==> config.mk <==
export PLATFORM = sky130hd
export DESIGN_NAME = game_timer
export DESIGN_NICKNAME = d
export VERILOG_FILES = /design/src/rtl/game_pkg.sv /design/src/rtl/tick_prescaler.sv /design/src/rtl/game_timer.sv
export SDC_FILE = /design/constraint.sdc
export NUM_CORES = 1
export LEC_CHECK = 0
export ABC_AREA = 1
export ABC_CLOCK_PERIOD_IN_PS = 1800
export BUFFER_PORTS_ARGS = -buffer_cell sky130_fd_sc_hd__buf_2
export CELL_PAD_IN_SITES_DETAIL_PLACEMENT = 1
export CELL_PAD_IN_SITES_GLOBAL_PLACEMENT = 1
export CORE_MARGIN = 5
export CORE_UTILIZATION = 40
export CTS_CLUSTER_DIAMETER = 40
export DETAILED_ROUTE_END_ITERATION = 7
export MAX_ROUTING_LAYER = met4
export PLACE_DENSITY = 0.81
export SLEW_MARGIN = 20
export SYNTH_ARGS = -nofsm -noshare
export SYNTH_HDL_FRONTEND = slang
export SYNTH_SLANG_ARGS = --single-unit
==> constraint.sdc <==
create_clock -name clk -period 1.8 [get_ports clk]
set_input_delay 0.36 -clock clk [delete_from_list [all_inputs] [get_ports clk]]
set_output_delay 0.36 -clock clk [all_outputs]
set_load 0.01 [all_outputs]
==> src/rtl/game_pkg.sv <==
// Shared constants for the game timer: FSM state codes and the largest
// loadable second count.
package game_pkg;

   typedef logic [2:0] state_t;

   localparam state_t ST_IDLE    = 3'd0;
   localparam state_t ST_LOADED  = 3'd1;
   localparam state_t ST_RUNNING = 3'd2;
   localparam state_t ST_PAUSED  = 3'd3;
   localparam state_t ST_EXPIRED = 3'd4;

   localparam logic [6:0] MAX_SECS = 7'd99;

endpackage : game_pkg

==> src/rtl/tick_prescaler.sv <==
// Divides clk down to a one-cycle tick every TICK_DIV counting cycles.
// The count only advances while run is high and is held otherwise, so a
// paused countdown resumes mid-second. clear wins over run.
module tick_prescaler #(
   parameter int TICK_DIV = 50_000_000   // must be >= 2
) (
   input  logic clk,
   input  logic rst,
   input  logic clear,
   input  logic run,
   output logic tick
);

   localparam int              CW     = $clog2(TICK_DIV);
   localparam logic [CW-1:0]   LAST_C = CW'(TICK_DIV - 1);

   logic [CW-1:0] cnt_q;
   logic [CW-1:0] cnt_d;

   // Next count and wrap pulse; the pulse is suppressed by clear.
   always_comb begin
      cnt_d = cnt_q;
      tick  = 1'b0;
      if (clear) begin
         cnt_d = '0;
      end else if (run) begin
         if (cnt_q == LAST_C) begin
            cnt_d = '0;
            tick  = 1'b1;
         end else begin
            cnt_d = cnt_q + CW'(1);
         end
      end else begin
         cnt_d = cnt_q;
      end
   end

   // Prescaler count register with asynchronous active-low reset.
   always_ff @(posedge clk or negedge rst) begin
      if (!rst) begin
         cnt_q <= '0;
      end else begin
         cnt_q <= cnt_d;
      end
   end

endmodule : tick_prescaler

==> src/rtl/game_timer.sv <==
// Round countdown timer. Loads a start value (clamped to 99 s) on reconfig,
// counts it down once per prescaler wrap while enabled, drives two BCD
// digits and holds a time-out flag once the count reaches 00.
module game_timer
   import game_pkg::*;
#(
   parameter int TICK_DIV = 50_000_000   // clk cycles per second, >= 2
) (
   input  logic       clk,
   input  logic       rst,
   input  logic       Timer_enable,
   input  logic       Timer_reconfig,
   input  logic [6:0] Start_Secs,
   output logic [3:0] Secs_Tens,
   output logic [3:0] Secs_Ones,
   output logic       Tick,
   output logic       DigitTime_Out
);

   state_t     state_q, state_d;
   logic [3:0] tens_q,  tens_d;
   logic [3:0] ones_q,  ones_d;
   logic       tick_q,  tick_d;
   logic       tout_q,  tout_d;

   logic [6:0] clamp_s;
   logic [3:0] load_tens_s;
   logic [3:0] load_ones_s;
   logic       run_s;
   logic       wrap_s;
   logic       last_sec_s;

   // The prescaler only advances in RUNNING; a load restarts the second.
   assign run_s = (state_q == ST_RUNNING);

   tick_prescaler #(
      .TICK_DIV (TICK_DIV)
   ) u_prescaler (
      .clk   (clk),
      .rst   (rst),
      .clear (Timer_reconfig),
      .run   (run_s),
      .tick  (wrap_s)
   );

   // Clamp the requested start value and split it into BCD digits.
   always_comb begin
      clamp_s     = 7'd0;
      load_tens_s = 4'd0;
      load_ones_s = 4'd0;
      if (Start_Secs > MAX_SECS) begin
         clamp_s = MAX_SECS;
      end else begin
         clamp_s = Start_Secs;
      end
      load_tens_s = 4'(clamp_s / 7'd10);
      load_ones_s = 4'(clamp_s - (7'(load_tens_s) * 7'd10));
   end

   // A decrement from 01 (or any value below it) lands on 00 and expires.
   assign last_sec_s = (tens_q == 4'd0) && (ones_q <= 4'd1);

   // Next-state logic: reconfig first, then per-state behaviour.
   always_comb begin
      state_d = state_q;
      tens_d  = tens_q;
      ones_d  = ones_q;
      tick_d  = 1'b0;
      tout_d  = tout_q;
      if (Timer_reconfig) begin
         tens_d = load_tens_s;
         ones_d = load_ones_s;
         if (clamp_s == 7'd0) begin
            tout_d  = 1'b1;
            state_d = ST_EXPIRED;
         end else begin
            tout_d  = 1'b0;
            state_d = ST_LOADED;
         end
      end else begin
         case (state_q)
            ST_IDLE: begin
               state_d = ST_IDLE;
            end
            ST_LOADED: begin
               if (Timer_enable) begin
                  state_d = ST_RUNNING;
               end else begin
                  state_d = ST_LOADED;
               end
            end
            ST_RUNNING: begin
               if (Timer_enable) begin
                  state_d = ST_RUNNING;
               end else begin
                  state_d = ST_PAUSED;
               end
               if (wrap_s) begin
                  tick_d = 1'b1;
                  if (last_sec_s) begin
                     tens_d  = 4'd0;
                     ones_d  = 4'd0;
                     tout_d  = 1'b1;
                     state_d = ST_EXPIRED;
                  end else if (ones_q == 4'd0) begin
                     ones_d = 4'd9;
                     tens_d = tens_q - 4'd1;
                  end else begin
                     ones_d = ones_q - 4'd1;
                  end
               end else begin
                  tick_d = 1'b0;
               end
            end
            ST_PAUSED: begin
               if (Timer_enable) begin
                  state_d = ST_RUNNING;
               end else begin
                  state_d = ST_PAUSED;
               end
            end
            ST_EXPIRED: begin
               tens_d  = 4'd0;
               ones_d  = 4'd0;
               tout_d  = 1'b1;
               state_d = ST_EXPIRED;
            end
            default: begin
               state_d = ST_IDLE;
               tens_d  = 4'd0;
               ones_d  = 4'd0;
               tout_d  = 1'b0;
            end
         endcase
      end
   end

   // State and output registers with asynchronous active-low reset.
   always_ff @(posedge clk or negedge rst) begin
      if (!rst) begin
         state_q <= ST_IDLE;
         tens_q  <= 4'd0;
         ones_q  <= 4'd0;
         tick_q  <= 1'b0;
         tout_q  <= 1'b0;
      end else begin
         state_q <= state_d;
         tens_q  <= tens_d;
         ones_q  <= ones_d;
         tick_q  <= tick_d;
         tout_q  <= tout_d;
      end
   end

   assign Secs_Tens     = tens_q;
   assign Secs_Ones     = ones_q;
   assign Tick          = tick_q;
   assign DigitTime_Out = tout_q;

endmodule : game_timer

==> results of run 1 <==
==> synthesized netlist by cell type, types with 4 or more instances <==
master and n:
nand3_2 6, ha_1 6, o21ai_1 4, dfrtp_1 39, nand2_2 9, inv_1 57
nor3_1 8, xor2_1 7, nand2_1 62, nor2_2 7, inv_2 6, nor2_1 33
nor3_2 6, nand4_1 9, nor4_1 4, a21oi_1 14, o22ai_1 11, o21ai_0 26
nand3_1 18, clkbuf_1 4
==> kinds of logic after synthesis <==
kind of cell    count (synthesis)
fa+ha+maj                       7
flops                          39
simple gates                  167
xor+xnor                        9
buf+inv                        68
compound gates                 66
==> per-stage QoR <==
stage	utilization	TNS, ns	setup WS (ns)	area [um2]	hold WS (ns)
2_1_floorplan	-	-4.22	-1.34	2720	0.0644
3_3_place_gp	0.549	-6.90	-1.54	3500	0.457
3_5_place_dp	0.549	-9.99	-1.80	3500	0.463
4_1_cts	0.646	-6.91	-1.26	4130	0.133
==> what timing repair did <==
| item | 4_1_cts |
|---|---|
| setup buffers | 39 |
| gates resized for setup | 73 |
| pin swaps | 24 |
| hold endpoints to repair | 0 |
| setup endpoints to repair | 24 |
==> results.yml, run 1 <==
clock_network:
  cts_max_path_buffers: 2
  cts_root_buf: "clkbuf_8"
  htree_levels: 2
  cts_hold_buffers: 0
  cts.sinks: 39
  numCtsBuffers: 5
logic_synthesis:
  ys_ff_latch: 39
  synth_edf_count: 0
  netlist_area_um2: 2640
  yosysTopAreaCell: "dfrtp_1"
  async_flop_share: 1.00
  synth.top_cell.area_share: 0.370
  synthAdderAreaFrac: 0.0360
  synth.avg_cell_area_um2: 7.42
  syn_nets: 374
  synth_xor_area_frac: 0.0299
  synth_top_family_by_area: "simple AND/OR/NAND/NOR gates"
  ys.flop_type: "dfrtp_1"
  synthSimpleGateAreaFrac: 0.318
  synth_warnings: 0
  synthTopCellsByArea: "dfrtp_1 37%, nand2_1 8.8%, inv_1 8.1%, o21ai_0 4.9%, nor2_1 4.7%"
  netlist_instances: 356
  synth_cell_type_count: 35
  synth_compound_area_frac: 0.149
  ys_seq_area_frac: 0.370
  muxShareOfSynthArea: 0
die:
  die_h_um: 91.2
  io_pins: 21
  num_rows: 29
  start_util: 0.413
  die_width_um: 91.2
run_status:
  stop_stage: "global routing (5_1_grt)"
  status: "did not finish"
  stop_error: "[ERROR DPL-0033] detailed placement checks failed during check placement."
place:
  place_congestion: 0.967
  io_buffers: 20
  place_hpwl_mm: 7.17
  place_inst: 529
global_routing:
  grt_max_degree: 40
  antenna_found_initial: 0
timing:
  worst_endpoint: "Secs_Ones[2]$_DFFE_PN0P_/D"
  worst-ep-kind: "sequential cell input"
==> run 2, diff against run 1 <==
ABC_CLOCK_PERIOD_IN_PS = 2300   (was 1800)
CELL_PAD_IN_SITES_DETAIL_PLACEMENT = not set   (was 1)
CELL_PAD_IN_SITES_GLOBAL_PLACEMENT = not set   (was 1)
CORE_UTILIZATION = 25   (was 40)
CTS_CLUSTER_DIAMETER = not set   (was 40)
MAX_ROUTING_LAYER = not set   (was met4)
PLACE_DENSITY = not set   (was 0.81)
PLACE_DENSITY_LB_ADDON = 0.15   (was not set)
clock period = 2.3 ns   (was 1.8 ns; I/O delays follow)
==> results.yml, run 2 <==
global_routing:
  grt_pass1_vias: 2694
  overflow: 0
  grt_pass1_wl_mm: 12.7
  grt_max_degree: 27
  antenna_found_initial: 0
  track_usage: 0.120
logic_synthesis:
  synth_cell_type_count: 35
  syn_nets: 374
  ys_ff_latch: 39
  synth.top_cell.area_share: 0.370
  synthTopCellsByArea: "dfrtp_1 37%, nand2_1 8.8%, inv_1 8.1%, o21ai_0 4.9%, nor2_1 4.7%"
  synth_most_common_cell: "nand2_1"
  ys_seq_area_frac: 0.370
  netlist_area_um2: 2640
  synth.avg_cell_area_um2: 7.42
  netlist_instances: 356
  synth_edf_count: 0
  synth_commonest_cells: "62 x nand2_1, 57 x inv_1, 39 x dfrtp_1"
  async_flop_share: 1.00
  ys.flop_type: "dfrtp_1"
  synth_warnings: 0
  yosysTopAreaCell: "dfrtp_1"
cells_and_area:
  diodes: 0
  final_common_cell: "buf_4"
  mostFrequentLayoutCells: "66 x buf_4, 53 x nand2_1, 52 x inv_1, 37 x dfrtp_1, 33 x nor2_1"
  final_layout_size_suffix_gt1_frac: 0.368
  finalNetCount: 463
  largest_reg_flops: 26
  instances_no_fill: 582
  syn_to_final_growth_pct: 40.0
  top_register: "u_prescaler.cnt_q"
  fillCellCount: 1087
drt:
  routed_wl_mm: 7.35
  antenna_left: 0
  drt_iter0_drc: 87
  num_vias: 2639
  vias_per_cell: 4.53
  wire_per_inst_um: 12.6
  drcViolationCount: 0
  dr.pass1.iters: 4
die:
  num_rows: 37
  start_util: 0.256
  dieArea_um2: 12700
  io_pins: 21
  die_width_um: 113
  die_h_um: 113
  core_um2: 10300
timing:
  setup_ws_ns: -0.868
  rsz0062_at_grt: "true"
  tns_ns: -2.60
  final-max-slew-violation-count: 0
  fmax_ghz: 0.316
  setup_viol: 4
  worst_pin_slew_ns: 0.605
  clock_skew_ns: 0.0160
  min_period_ns: 3.17
  post-route-period-util: 1.38
  finalHoldViolations: 0
  slew_headroom: 0.597
clock_network:
  cts.sinks: 39
  cts_root_buf: "clkbuf_8"
  cts_tree: "built"
  numCtsBuffers: 5
  cts_hold_buffers: 0
  clk_pin_slew_ns: 0.09
  clk_latency_ns: 0.30
  htree_levels: 2
  cts_max_path_buffers: 2
setup_path:
  worstSetupStartpointType: "input pin"
  end_kind: "register"
  cp_common_cell: "nand2_2"
  critPathKind: "in2reg"
  ff2ff_path_depth: 12
  critPathMaxFanout: 3
  critPathRequiredTime_ns: 2.48
  slowest_stage: "fa_2"
  cpPeakStageDelay_ns: 0.44
  startpoint: "Start_Secs[6]"
  r2r-start: "u_prescaler.cnt_q[0]"
  worst_ep_arrival_time_ns: 3.35
  r2r-end: "u_prescaler.cnt_q[24]"
  reg2reg_slack_ns: 0.14
  endpoint: "Secs_Ones[2]"
worst_hold_path:
  hold_path_class: "in2async"
place:
  io_buffers: 20
  place_hpwl_mm: 5.37
  pre_cts_ws_ns: -1.24
  place_inst: 548
  place_congestion: 0.809
run_status:
  status: "finished with violations"
  violations: "setup timing"
flow_run:
  max_cap_violations: 0
power_and_ir_drop:
  pwr_density_cell_nw_per_um2: 511
  power_leakage_nw: 1.72
  peakVddDrop_mv: 0.288
[run 2: cell counts after synthesis]
No cell type changed its count.
[run 2: worst max-delay path, delay by kind of cell]
family	cells	cell delay [ns]
simple gates	18	1.28
fa+ha+maj	4	1.07
buf+inv	5	0.31
compound gates	3	0.23
[run 2: worst min path at each step]
stage / startpoint / end / slack (ns) / cells past startpoint
6_report: rst / u_prescaler.cnt_q[0] / 0.16 / 1
5_1_grt: rst / Tick / 0.20 / 1
4_1_cts: rst / u_prescaler.cnt_q[2] / 0.18 / 1
3_5_place_dp: rst / u_prescaler.cnt_q[0] / 0.51 / 1
3_3_place_gp: rst / u_prescaler.cnt_q[2] / 0.50 / 1
2_1_floorplan: rst / DigitTime_Out / 0.16 / 0
[run 2: kinds of logic after synthesis]
family          share of synthesized area
fa+ha+maj                          0.0360
xor+xnor                           0.0299
flops                               0.370
simple gates                        0.318
buf+inv                            0.0972
compound gates                      0.149
[run 2: final cells by class]
class,count,area (um2),share of cell area
repair buffers,87,623,0.169
clock inverters,3,43.8,0.0118
multi-input cells,249,1570,0.424
clock buffers,5,68.8,0.0186
inverters,63,244,0.0660
flip-flops and latches,39,978,0.265
well taps,136,170,0.0460
[run 2: timing repair]
| item | CTS | global route |
|---|---|---|
| endpoints found under the setup margin | 4 | 10 |
| pin swaps | 13 | 14 |
| resized for setup | 9 | 25 |
| buffers inserted | 16 | 10 |
| gates cloned | 0 | 0 |
[run 2: power by group]
part | switching, mW | total (mW) | internal [mW]
Clock | 0.274 | 0.598 | 0.324
Combinational | 0.282 | 0.541 | 0.259
Sequential | 0.0332 | 0.750 | 0.717
Total | 0.589 | 1.89 | 1.30
[run 2: metrics by stage]
step	hold WS, ns	instance area [um2]	total power, mW	util
detailed placement	0.506	3260	1.20	0.315
floorplan	0.164	2700	1.01	-
CTS	0.177	3530	1.87	0.342
global route	0.199	3700	2.01	0.358
global placement	0.496	3260	1.20	0.315
finish	0.156	3700	1.89	0.358
[run 2: layer usage]
metal  track usage  vias up  wire length [um]
met2         0.204       31              3530
met4        0.0361        0               129
met3        0.0225       14               174
met1         0.155     1239              3520
met5             0        -                 0
li1              -     1355                 -
Power figures use the tool's default switching activity.
